===== src/rtl/alu_nibble_seq.sv =====
// Sequences an 8-bit ADD/SUB/AND/OR/XOR through an external 4-bit ALU, low nibble then high nibble.
// Optional macro ALU_NIBBLE_SEQ_BYPASS_EN lets a new request enter straight from DONE.
module alu_nibble_seq (
  input  logic       clk,
  input  logic       rst,
  input  logic       in_valid,
  output logic       in_ready,
  input  logic [7:0] in_a,
  input  logic [7:0] in_b,
  input  logic [2:0] in_op,
  input  logic       in_cin,
  output logic [3:0] alu_A,
  output logic [3:0] alu_B,
  output logic       alu_CarryIN,
  output logic       alu_opCodeA,
  output logic       alu_opCodeB,
  output logic       alu_opCodeC,
  input  logic [3:0] alu_Y,
  input  logic       alu_CarryOUT,
  input  logic       alu_overflow,
  output logic       out_valid,
  input  logic       out_ready,
  output logic [7:0] out_y,
  output logic       out_cout,
  output logic       out_ovf,
  output logic       out_zero,
  output logic       out_err
);

  localparam logic [1:0] S_IDLE = 2'd0;
  localparam logic [1:0] S_LO   = 2'd1;
  localparam logic [1:0] S_HI   = 2'd2;
  localparam logic [1:0] S_DONE = 2'd3;

  function automatic logic op_supported(input logic [2:0] op);
    case (op)
      3'b000, 3'b001, 3'b100, 3'b101, 3'b110: op_supported = 1'b1;
      default:                                op_supported = 1'b0;
    endcase
  endfunction

  function automatic logic op_arith(input logic [2:0] op);
    op_arith = (op[2:1] == 2'b00);
  endfunction

  logic [1:0] state_q, state_d;
  logic [7:0] a_q, a_d, b_q, b_d, y_q, y_d;
  logic [2:0] op_q, op_d;
  logic       cin_q, cin_d, carry_lo_q, carry_lo_d;
  logic       cout_q, cout_d, ovf_q, ovf_d, err_q, err_d;
  logic       accept_s;

  // Handshake: only IDLE (and DONE when bypassing with the result being consumed) takes requests.
  always_comb begin
    in_ready = 1'b0;
    case (state_q)
      S_IDLE: in_ready = 1'b1;
`ifdef ALU_NIBBLE_SEQ_BYPASS_EN
      S_DONE: in_ready = out_ready;
`else
      S_DONE: in_ready = 1'b0;
`endif
      default: in_ready = 1'b0;
    endcase
  end

  assign accept_s = in_valid & in_ready;

  always_comb begin
    state_d    = state_q;
    a_d        = a_q;
    b_d        = b_q;
    op_d       = op_q;
    cin_d      = cin_q;
    y_d        = y_q;
    carry_lo_d = carry_lo_q;
    cout_d     = cout_q;
    ovf_d      = ovf_q;
    err_d      = err_q;
    if (accept_s) begin
      a_d   = in_a;
      b_d   = in_b;
      op_d  = in_op;
      cin_d = in_cin;
      err_d = ~op_supported(in_op);
    end else begin
      err_d = err_q;
    end
    case (state_q)
      S_IDLE: begin
        if (accept_s) begin
          state_d = S_LO;
        end else begin
          state_d = S_IDLE;
        end
      end
      S_LO: begin
        y_d[3:0]   = op_supported(op_q) ? alu_Y : 4'h0;
        carry_lo_d = alu_CarryOUT;
        state_d    = S_HI;
      end
      S_HI: begin
        // Logic ops and unsupported ops never report carry or overflow.
        y_d[7:4] = op_supported(op_q) ? alu_Y : 4'h0;
        cout_d   = (op_supported(op_q) && op_arith(op_q)) ? alu_CarryOUT : 1'b0;
        ovf_d    = (op_supported(op_q) && op_arith(op_q)) ? alu_overflow : 1'b0;
        state_d  = S_DONE;
      end
      S_DONE: begin
        if (out_ready) begin
          state_d = accept_s ? S_LO : S_IDLE;
        end else begin
          state_d = S_DONE;
        end
      end
      default: state_d = S_IDLE;
    endcase
  end

  // ALU drive: active only while a nibble is being computed.
  always_comb begin
    alu_A       = 4'h0;
    alu_B       = 4'h0;
    alu_CarryIN = 1'b0;
    alu_opCodeA = 1'b0;
    alu_opCodeB = 1'b0;
    alu_opCodeC = 1'b0;
    case (state_q)
      S_LO: begin
        alu_A       = a_q[3:0];
        alu_B       = b_q[3:0];
        alu_CarryIN = op_arith(op_q) ? cin_q : 1'b0;
        {alu_opCodeA, alu_opCodeB, alu_opCodeC} = op_q;
      end
      S_HI: begin
        alu_A       = a_q[7:4];
        alu_B       = b_q[7:4];
        alu_CarryIN = op_arith(op_q) ? carry_lo_q : 1'b0;
        {alu_opCodeA, alu_opCodeB, alu_opCodeC} = op_q;
      end
      default: begin
        alu_A       = 4'h0;
        alu_B       = 4'h0;
        alu_CarryIN = 1'b0;
        {alu_opCodeA, alu_opCodeB, alu_opCodeC} = 3'b000;
      end
    endcase
  end

  // State and datapath registers.
  always_ff @(posedge clk or posedge rst) begin
    if (rst) begin
      state_q    <= S_IDLE;
      a_q        <= 8'h00;
      b_q        <= 8'h00;
      op_q       <= 3'b000;
      cin_q      <= 1'b0;
      y_q        <= 8'h00;
      carry_lo_q <= 1'b0;
      cout_q     <= 1'b0;
      ovf_q      <= 1'b0;
      err_q      <= 1'b0;
    end else begin
      state_q    <= state_d;
      a_q        <= a_d;
      b_q        <= b_d;
      op_q       <= op_d;
      cin_q      <= cin_d;
      y_q        <= y_d;
      carry_lo_q <= carry_lo_d;
      cout_q     <= cout_d;
      ovf_q      <= ovf_d;
      err_q      <= err_d;
    end
  end

  assign out_valid = (state_q == S_DONE);
  assign out_y     = y_q;
  assign out_cout  = cout_q;
  assign out_ovf   = ovf_q;
  assign out_err   = err_q;
  assign out_zero  = (state_q == S_DONE) && (y_q == 8'h00);

endmodule

===== config.mk =====
export PLATFORM = sky130hd
export DESIGN_NAME = alu_nibble_seq
export DESIGN_NICKNAME = d
export VERILOG_FILES = /design/src/rtl/alu_nibble_seq.sv
export SDC_FILE = /design/constraint.sdc
export NUM_CORES = 1
export LEC_CHECK = 0
export BUFFER_PORTS_ARGS = -buffer_cell sky130_fd_sc_hd__clkbuf_2
export CAP_MARGIN = 10
export CORE_ASPECT_RATIO = 0.6
export CORE_MARGIN = 2
export CORE_UTILIZATION = 35
export DETAILED_ROUTE_END_ITERATION = 8
export GPL_TIMING_DRIVEN = 0
export PLACE_DENSITY = 0.67
export SLEW_MARGIN = 25
export SYNTH_ARGS = -nofsm -noshare
export SYNTH_HDL_FRONTEND = slang
export SYNTH_SLANG_ARGS = --single-unit

===== constraint.sdc =====
create_clock -name clk -period 2.3 [get_ports clk]
set_input_delay 0.46 -clock clk [delete_from_list [all_inputs] [get_ports clk]]
set_output_delay 0.46 -clock clk [all_outputs]
set_load 0.01 [all_outputs]

==> results of run 1 <==
routing by layer:
metal / track usage, % / vias to the layer above / part of all wire [%]
li1: - / 600 / -
met5: 0 / - / 0
met2: 20.6 / 28 / 41
met1: 24.6 / 568 / 53
met3: 3.51 / 2 / 4.4
met4: 4.41 / 0 / 0.78
flip-flops by register name, indices dropped and copies added, names as in the netlist:
| name | count |
|---|---|
| b_q | 8 |
| cin_q | 1 |
| out_y | 8 |
| out_ovf | 1 |
| a_q | 8 |
| state_q | 2 |
| out_cout | 1 |
| out_err | 1 |
| carry_lo_q | 1 |
| op_q | 3 |
worst max path at each step:
stage | slack [ns] | to | from
final | 0.13 | alu_CarryIN | state_q[0]
after global placement | 0.28 | alu_CarryIN | state_q[1]
after floorplan | 0.66 | alu_A[2] | state_q[1]
after global routing | -0.003 | alu_CarryIN | state_q[0]
after detailed placement | 0.24 | alu_CarryIN | state_q[1]
after CTS | 0.1 | alu_CarryIN | state_q[0]
cell usage after synthesis (all sizes together) (2+ instances only):
library cell,n,area share [%]
dfrtp,34,51
o22ai,8,3.0
o21ai,7,2.1
ha,5,3.7
nand3,2,0.60
a22oi,8,3.6
mux2,20,17
buf,6,3.9
nor2,3,0.67
nand2,12,3.1
nor2b,9,3.4
and2,3,1.1
inv,15,3.4
report_power, final:
group	internal (mW)	total (mW)	switching, mW
combinational	0.727	1.39	0.665
clock	0.241	0.446	0.205
sequential	0.883	1.06	0.179
cell type report:
type | count | area (um2)
plain buffers | 7 | 73.8
clock buffers | 7 | 86.3
clock inverters | 1 | 5.00
fillers | 454 | 2460
inverters | 15 | 56.3
multi-input cells | 84 | 703
flip-flops and latches | 34 | 851
well taps | 63 | 78.8
repair buffers | 55 | 275
stage by stage:
stage / power, mW / instance area [um2] / cells / setup WS, ns
after floorplan: 2.04 / 1680 / 140 / 0.663
after global placement: 2.45 / 2030 / 258 / 0.277
after detailed placement: 2.47 / 2030 / 258 / 0.243
after CTS: 2.94 / 2130 / 266 / 0.0960
after global routing: 3.14 / 2130 / 266 / -0.00314
final: 2.90 / 2130 / 266 / 0.129
cells by family (layout without fill, tap and decap cells):
kind of cell	Yosys count	count (layout)	synth area share, %
AO/OA/AOI/OAI	26	26	10.7
adder cells (fa/ha/maj)	5	5	3.72
buffers and inverters	22	85	7.52
flip-flops	34	34	50.6
multiplexers	21	21	17.3
AND/OR/NAND/NOR	32	32	10.1
placed cells by master, fill, tap and decap left out:
cell	n
mux2_4	15
mux2_2	5
inv_1	14
o22ai_1	8
clkinv_2	1
a21oi_2	1
nor4_1	1
clkbuf_2	55
buf_4	1
o21ai_0	7
nand2_4	1
mux2i_1	1
buf_2	1
buf_12	1
ha_1	5
nor2_1	3
nor3_1	1
clkbuf_4	1
inv_2	1
dfrtp_1	34
a2bb2oi_2	1
buf_6	3
and2_1	3
nor2b_1	9
a22oi_1	8
a21boi_2	1
clkbuf_8	6
nand2_1	11
clkbuf_1	1
nand3_1	2
and4_1	1
==> impl_metrics.env, run 1 <==
export IMPL_fin_crit_sh_pct=94.4
export IMPL_portBuffers=55
export IMPL_vias=1198
export IMPL_synth_nets=175
export IMPL_std_cell_rows=19
export IMPL_yosys_warnings=0
export IMPL_cts_resized=1
export IMPL_grt_max_degree=35
export IMPL_first_global_vias=1190
export IMPL_dr_first_iter_drc_count=30
export IMPL_final_util_pct=46.4
export IMPL_hp_class="in2async"
export IMPL_ys_types=26
export IMPL_cp_depth=6
export IMPL_crit_buf_inv=3
export IMPL_drc=0
export IMPL_cp_required_ns=1.84
export IMPL_ir_worst_vdd_mv=0.451
export IMPL_post_cts_setup_buffers=0
export IMPL_crit_path_end_kind="output port"
export IMPL_cts_tree="done"
export IMPL_leakagePower_nw=1.08
export IMPL_finalSetupTns_ns=0
export IMPL_setup_violations=0
export IMPL_synth_seq_cells=34
export IMPL_drt_wl_total_um=3710
export IMPL_worst_pin_slew_ns=0.707
export IMPL_synth_area_um2=1680
export IMPL_io_pins=56
export IMPL_cp_slowest_stage_delay_ns=0.40
export IMPL_chipHeight_um=57.7
export IMPL_clkSinkCount=34
export IMPL_rsz0062_at_grt="yes"
export IMPL_die_x_um=93.5
export IMPL_post_synth_cell_area_avg_um2=12.0
export IMPL_drive_gt1_share_pct=46.3
export IMPL_relSlewSlack_pct=52.8
export IMPL_reg2reg_from="state_q[1]"
export IMPL_grt_pass1_wl_um=6200
export IMPL_period_needed_ns=2.17
export IMPL_clk_pin_slew_ns=0.07
export IMPL_overflow=0
export IMPL_place_hpwl_um=2670
export IMPL_cp_max_fo=10
export IMPL_async_flop_share_pct=100
export IMPL_dieArea_um2=5390
export IMPL_fin_skew_ns=0.00384
export IMPL_numCtsBuffers=5
export IMPL_gp_congestion=0.768
export IMPL_hold_viol=0
export IMPL_cp_slowest_cell="dfrtp_1"
export IMPL_syn_inst=140
export IMPL_routedWlPerCell_um=13.9
export IMPL_root_buffer="clkbuf_8"
export IMPL_synth_edf_count=0
export IMPL_regToRegSetupSlack_ns=0.79
export IMPL_cp_cell_sequence="inv_1 > ha_1 > buf_4 > mux2i_1 > nor2_1 > clkbuf_2"
export IMPL_holdBufCountCts=0
export IMPL_insertedDiodeCount=0
export IMPL_reg2reg_to="b_q[3]"
export IMPL_cts_buffer_depth=2
export IMPL_syn2layout_area_growth_pct=26.7
export IMPL_critPathArrivalTime_ns=1.71
export IMPL_fmax_mhz=461
export IMPL_start_util_pct=36.6
export IMPL_drt_first_pass_iters=4
export IMPL_h_tree_depth=2
export IMPL_core_um2=4590
export IMPL_avgViaCountPerCell=4.50
export IMPL_path_delay_family="buffers and inverters"
export IMPL_clk_latency_ns=0.28
export IMPL_synthFlopType="dfrtp_1"
export IMPL_slew_viol_final=0
export IMPL_run_status="finished, final reports clean"
export IMPL_detail_route_antenna_nets=0
export IMPL_fin_nets=237
export IMPL_reg2reg_depth=5
export IMPL_crit_path_start_kind="flop"
export IMPL_yosysSeqAreaShare_pct=50.6
export IMPL_power_density_nw_per_um2=1360
export IMPL_grt_use_total_pct=15.4
export IMPL_antenna_found_initial=0
export IMPL_timing_hold_ws_ns=0.280
export IMPL_cap_violations=0
export IMPL_critical_path_class="reg2out"
Power figures use the tool's default switching activity.
==> run 2, diff against run 1 <==
--- a/config.mk
+++ b/config.mk
@@ -5,6 +5,7 @@
 export SDC_FILE = /design/constraint.sdc
 export NUM_CORES = 1
 export LEC_CHECK = 0
+export ABC_AREA = 1
 export BUFFER_PORTS_ARGS = -buffer_cell sky130_fd_sc_hd__clkbuf_2
 export CAP_MARGIN = 10
 export CORE_ASPECT_RATIO = 0.6
==> run 2 against run 1 <==
Effect of this change: clock power grew 2%; area after synthesis is 3.5% lower; hold slack worse by 0.0065 ns; sequential share of layout area grew 1.2 points; critical path type unchanged; critical endpoint is now alu_A[0]; largest power group unchanged; highest routed layer unchanged.
==> impl_metrics.env, run 2 <==
export IMPL_gp_congestion=0.790
export IMPL_post_synth_cell_area_avg_um2=7.95
export IMPL_detail_route_antenna_nets=0
export IMPL_critPathArrivalTime_ns=1.69
export IMPL_regToRegSetupSlack_ns=0.92
export IMPL_avgViaCountPerCell=4.44
export IMPL_root_buffer="clkbuf_8"
export IMPL_period_needed_ns=2.15
export IMPL_dieArea_um2=5210
export IMPL_ys_types=14
export IMPL_comb_power_share_pct=44.8
export IMPL_synth_edf_count=0
export IMPL_numCtsBuffers=5
export IMPL_std_cell_rows=19
export IMPL_drc=0
export IMPL_place_hpwl_um=2850
export IMPL_synth_seq_cells=34
export IMPL_sw_frac_of_total_pct=42.6
export IMPL_final_util_pct=45.8
export IMPL_fin_ws_ns=0.152
export IMPL_drt_wl_total_um=3910
export IMPL_portBuffers=55
export IMPL_antenna_found_initial=0
export IMPL_vias=1465
export IMPL_yosys_warnings=0
export IMPL_clkSinkCount=34
export IMPL_yosysTopAreaCell="dfrtp_1"
export IMPL_finalSetupTns_ns=0
export IMPL_yosysSeqAreaShare_pct=52.5
export IMPL_fmax_mhz=466
export IMPL_fin_skew_ns=0.00673
export IMPL_first_global_vias=1367
export IMPL_cts_tree="done"
export IMPL_reg2reg_from="state_q[0]"
export IMPL_ys_top_cells_by_count="nand2_1, dfrtp_1, inv_1"
export IMPL_clk_latency_ns=0.29
export IMPL_mostFrequentLayoutCell="nand2_1"
export IMPL_cp_cell_sequence="inv_1 > ha_1 > buf_4 > buf_6 > nand2_1 > a21oi_2 > clkbuf_2"
export IMPL_power_total_mw=2.79
export IMPL_synth_area_um2=1620
export IMPL_crit_path_end_kind="output port"
export IMPL_ir_worst_vdd_mv=0.427
export IMPL_cp_required_ns=1.84
export IMPL_fin_crit_sh_pct=93.4
export IMPL_start_util_pct=35.9
export IMPL_post_cts_setup_buffers=0
export IMPL_drive_gt1_share_pct=31.1
export IMPL_synth_nets=239
export IMPL_syn2layout_area_growth_pct=27.6
export IMPL_syn_inst=204
export IMPL_grt_use_total_pct=16.3
export IMPL_insertedDiodeCount=0
export IMPL_drt_first_pass_iters=4
export IMPL_p_sw_mw=1.19
export IMPL_seq_power_share_pct=38.8
export IMPL_routedWlPerCell_um=11.8
export IMPL_synth_most_common_cell="nand2_1"
export IMPL_run_status="finished, final reports clean"
export IMPL_reg2reg_depth=7
export IMPL_synth_top_area_share_pct=52.5
export IMPL_die_x_um=91.9
export IMPL_rsz0062_at_grt="no"
export IMPL_clkPwrFrac_pct=16.4
export IMPL_async_flop_share_pct=100
export IMPL_leakagePower_nw=1.18
export IMPL_cap_violations=0
export IMPL_synth_area_top_cells="dfrtp_1, nand2_1, ha_1"
export IMPL_io_pins=56
export IMPL_slew_viol_final=0
export IMPL_place_ws_ns=0.400
export IMPL_chipHeight_um=56.7
export IMPL_p_int_mw=1.60
export IMPL_reg2reg_to="state_q[0]"
export IMPL_dr_first_iter_drc_count=86
export IMPL_hp_class="in2async"
export IMPL_grt_max_degree=35
export IMPL_h_tree_depth=2
export IMPL_setup_violations=0
export IMPL_mostFrequentLayoutCells="nand2_1, clkbuf_2, dfrtp_1"
export IMPL_power_density_nw_per_um2=1350
export IMPL_overflow=0
export IMPL_post_place_cells=322
export IMPL_critical_path_class="reg2out"
export IMPL_hold_viol=0
export IMPL_cp_slowest_cell="dfrtp_1"
export IMPL_cp_slowest_stage_delay_ns=0.42
export IMPL_worst_pin_slew_ns=0.716
export IMPL_clk_pin_slew_ns=0.07
export IMPL_relSlewSlack_pct=52.2
export IMPL_final_cells=330
export IMPL_crit_path_start_kind="flop"
export IMPL_core_um2=4520
export IMPL_cp_max_fo=10
export IMPL_cts_buffer_depth=2
export IMPL_synthFlopType="dfrtp_1"
export IMPL_fin_nets=301
export IMPL_grt_pass1_wl_um=6510
## run 2: kinds of logic after synthesis
kind of cell	Yosys count	synth area share, %
flip-flops	34	52.5
buffers and inverters	23	7.10
adder cells (fa/ha/maj)	5	3.86
AO/OA/AOI/OAI	15	5.56
AND/OR/NAND/NOR	127	31.0
## run 2: worst max-delay path by stage
stage | start | to | slack (ns) | cells after the start
6_report | state_q[0] | alu_A[0] | 0.15 | 7
4_1_cts | state_q[1] | alu_A[0] | 0.08 | 6
3_5_place_dp | state_q[1] | alu_A[0] | 0.40 | 6
2_1_floorplan | state_q[0] | alu_B[1] | 0.70 | 6
5_1_grt | state_q[0] | alu_A[0] | 0.02 | 7
3_3_place_gp | state_q[1] | alu_A[0] | 0.42 | 6
## run 2: power groups by stage
stage                     registers (mW)  clock network, mW  logic (mW)
after floorplan                     1.09                  0       0.827
after global placement              1.08                  0        1.24
after detailed placement            1.09                  0        1.26
after CTS                           1.08              0.469        1.27
after global routing                1.12              0.492        1.44
final                               1.08              0.457        1.25
## run 2: through the flow
stage / hold WS (ns) / area (um2)
after floorplan: 0.449 / 1620
after global placement: 0.464 / 1980
after detailed placement: 0.466 / 1980
after CTS: 0.292 / 2070
after global routing: 0.338 / 2070
final: 0.273 / 2070
## run 2: area by class of cell
class,count,area [um2]
Buffer,7,55.1
Clock buffer,7,86.3
Timing Repair Buffer,55,275
Tap cell,63,78.8
Multi-Input combinational cell,147,658
Inverter,16,60.1
Fill cell,484,2450
Clock inverter,1,5.00
Sequential cell,34,851
## run 2: metal layers
metal,vias up,wire (um),track usage (%),share of wire (%)
met5,-,0,0,0
met1,668,2010,24.4,51
li1,749,-,-,-
met2,46,1630,22.3,42
met3,2,266,4.97,6.8
met4,0,9,5.12,0.23
## run 2: what timing repair did
action	4_1_cts	5_1_grt
gates resized for setup	0	1
endpoints found under the setup margin	0	4
hold buffers	0	0
## run 2: critical path, delay by kind of cell (launching register included)
| family | cells | cell delay, ns |
|---|---|---|
| adder cells (fa/ha/maj) | 1 | 0.16 |
| buffers and inverters | 4 | 0.59 |
| AND/OR/NAND/NOR | 1 | 0.07 |
| flip-flops | 1 | 0.42 |
| AO/OA/AOI/OAI | 1 | 0.15 |
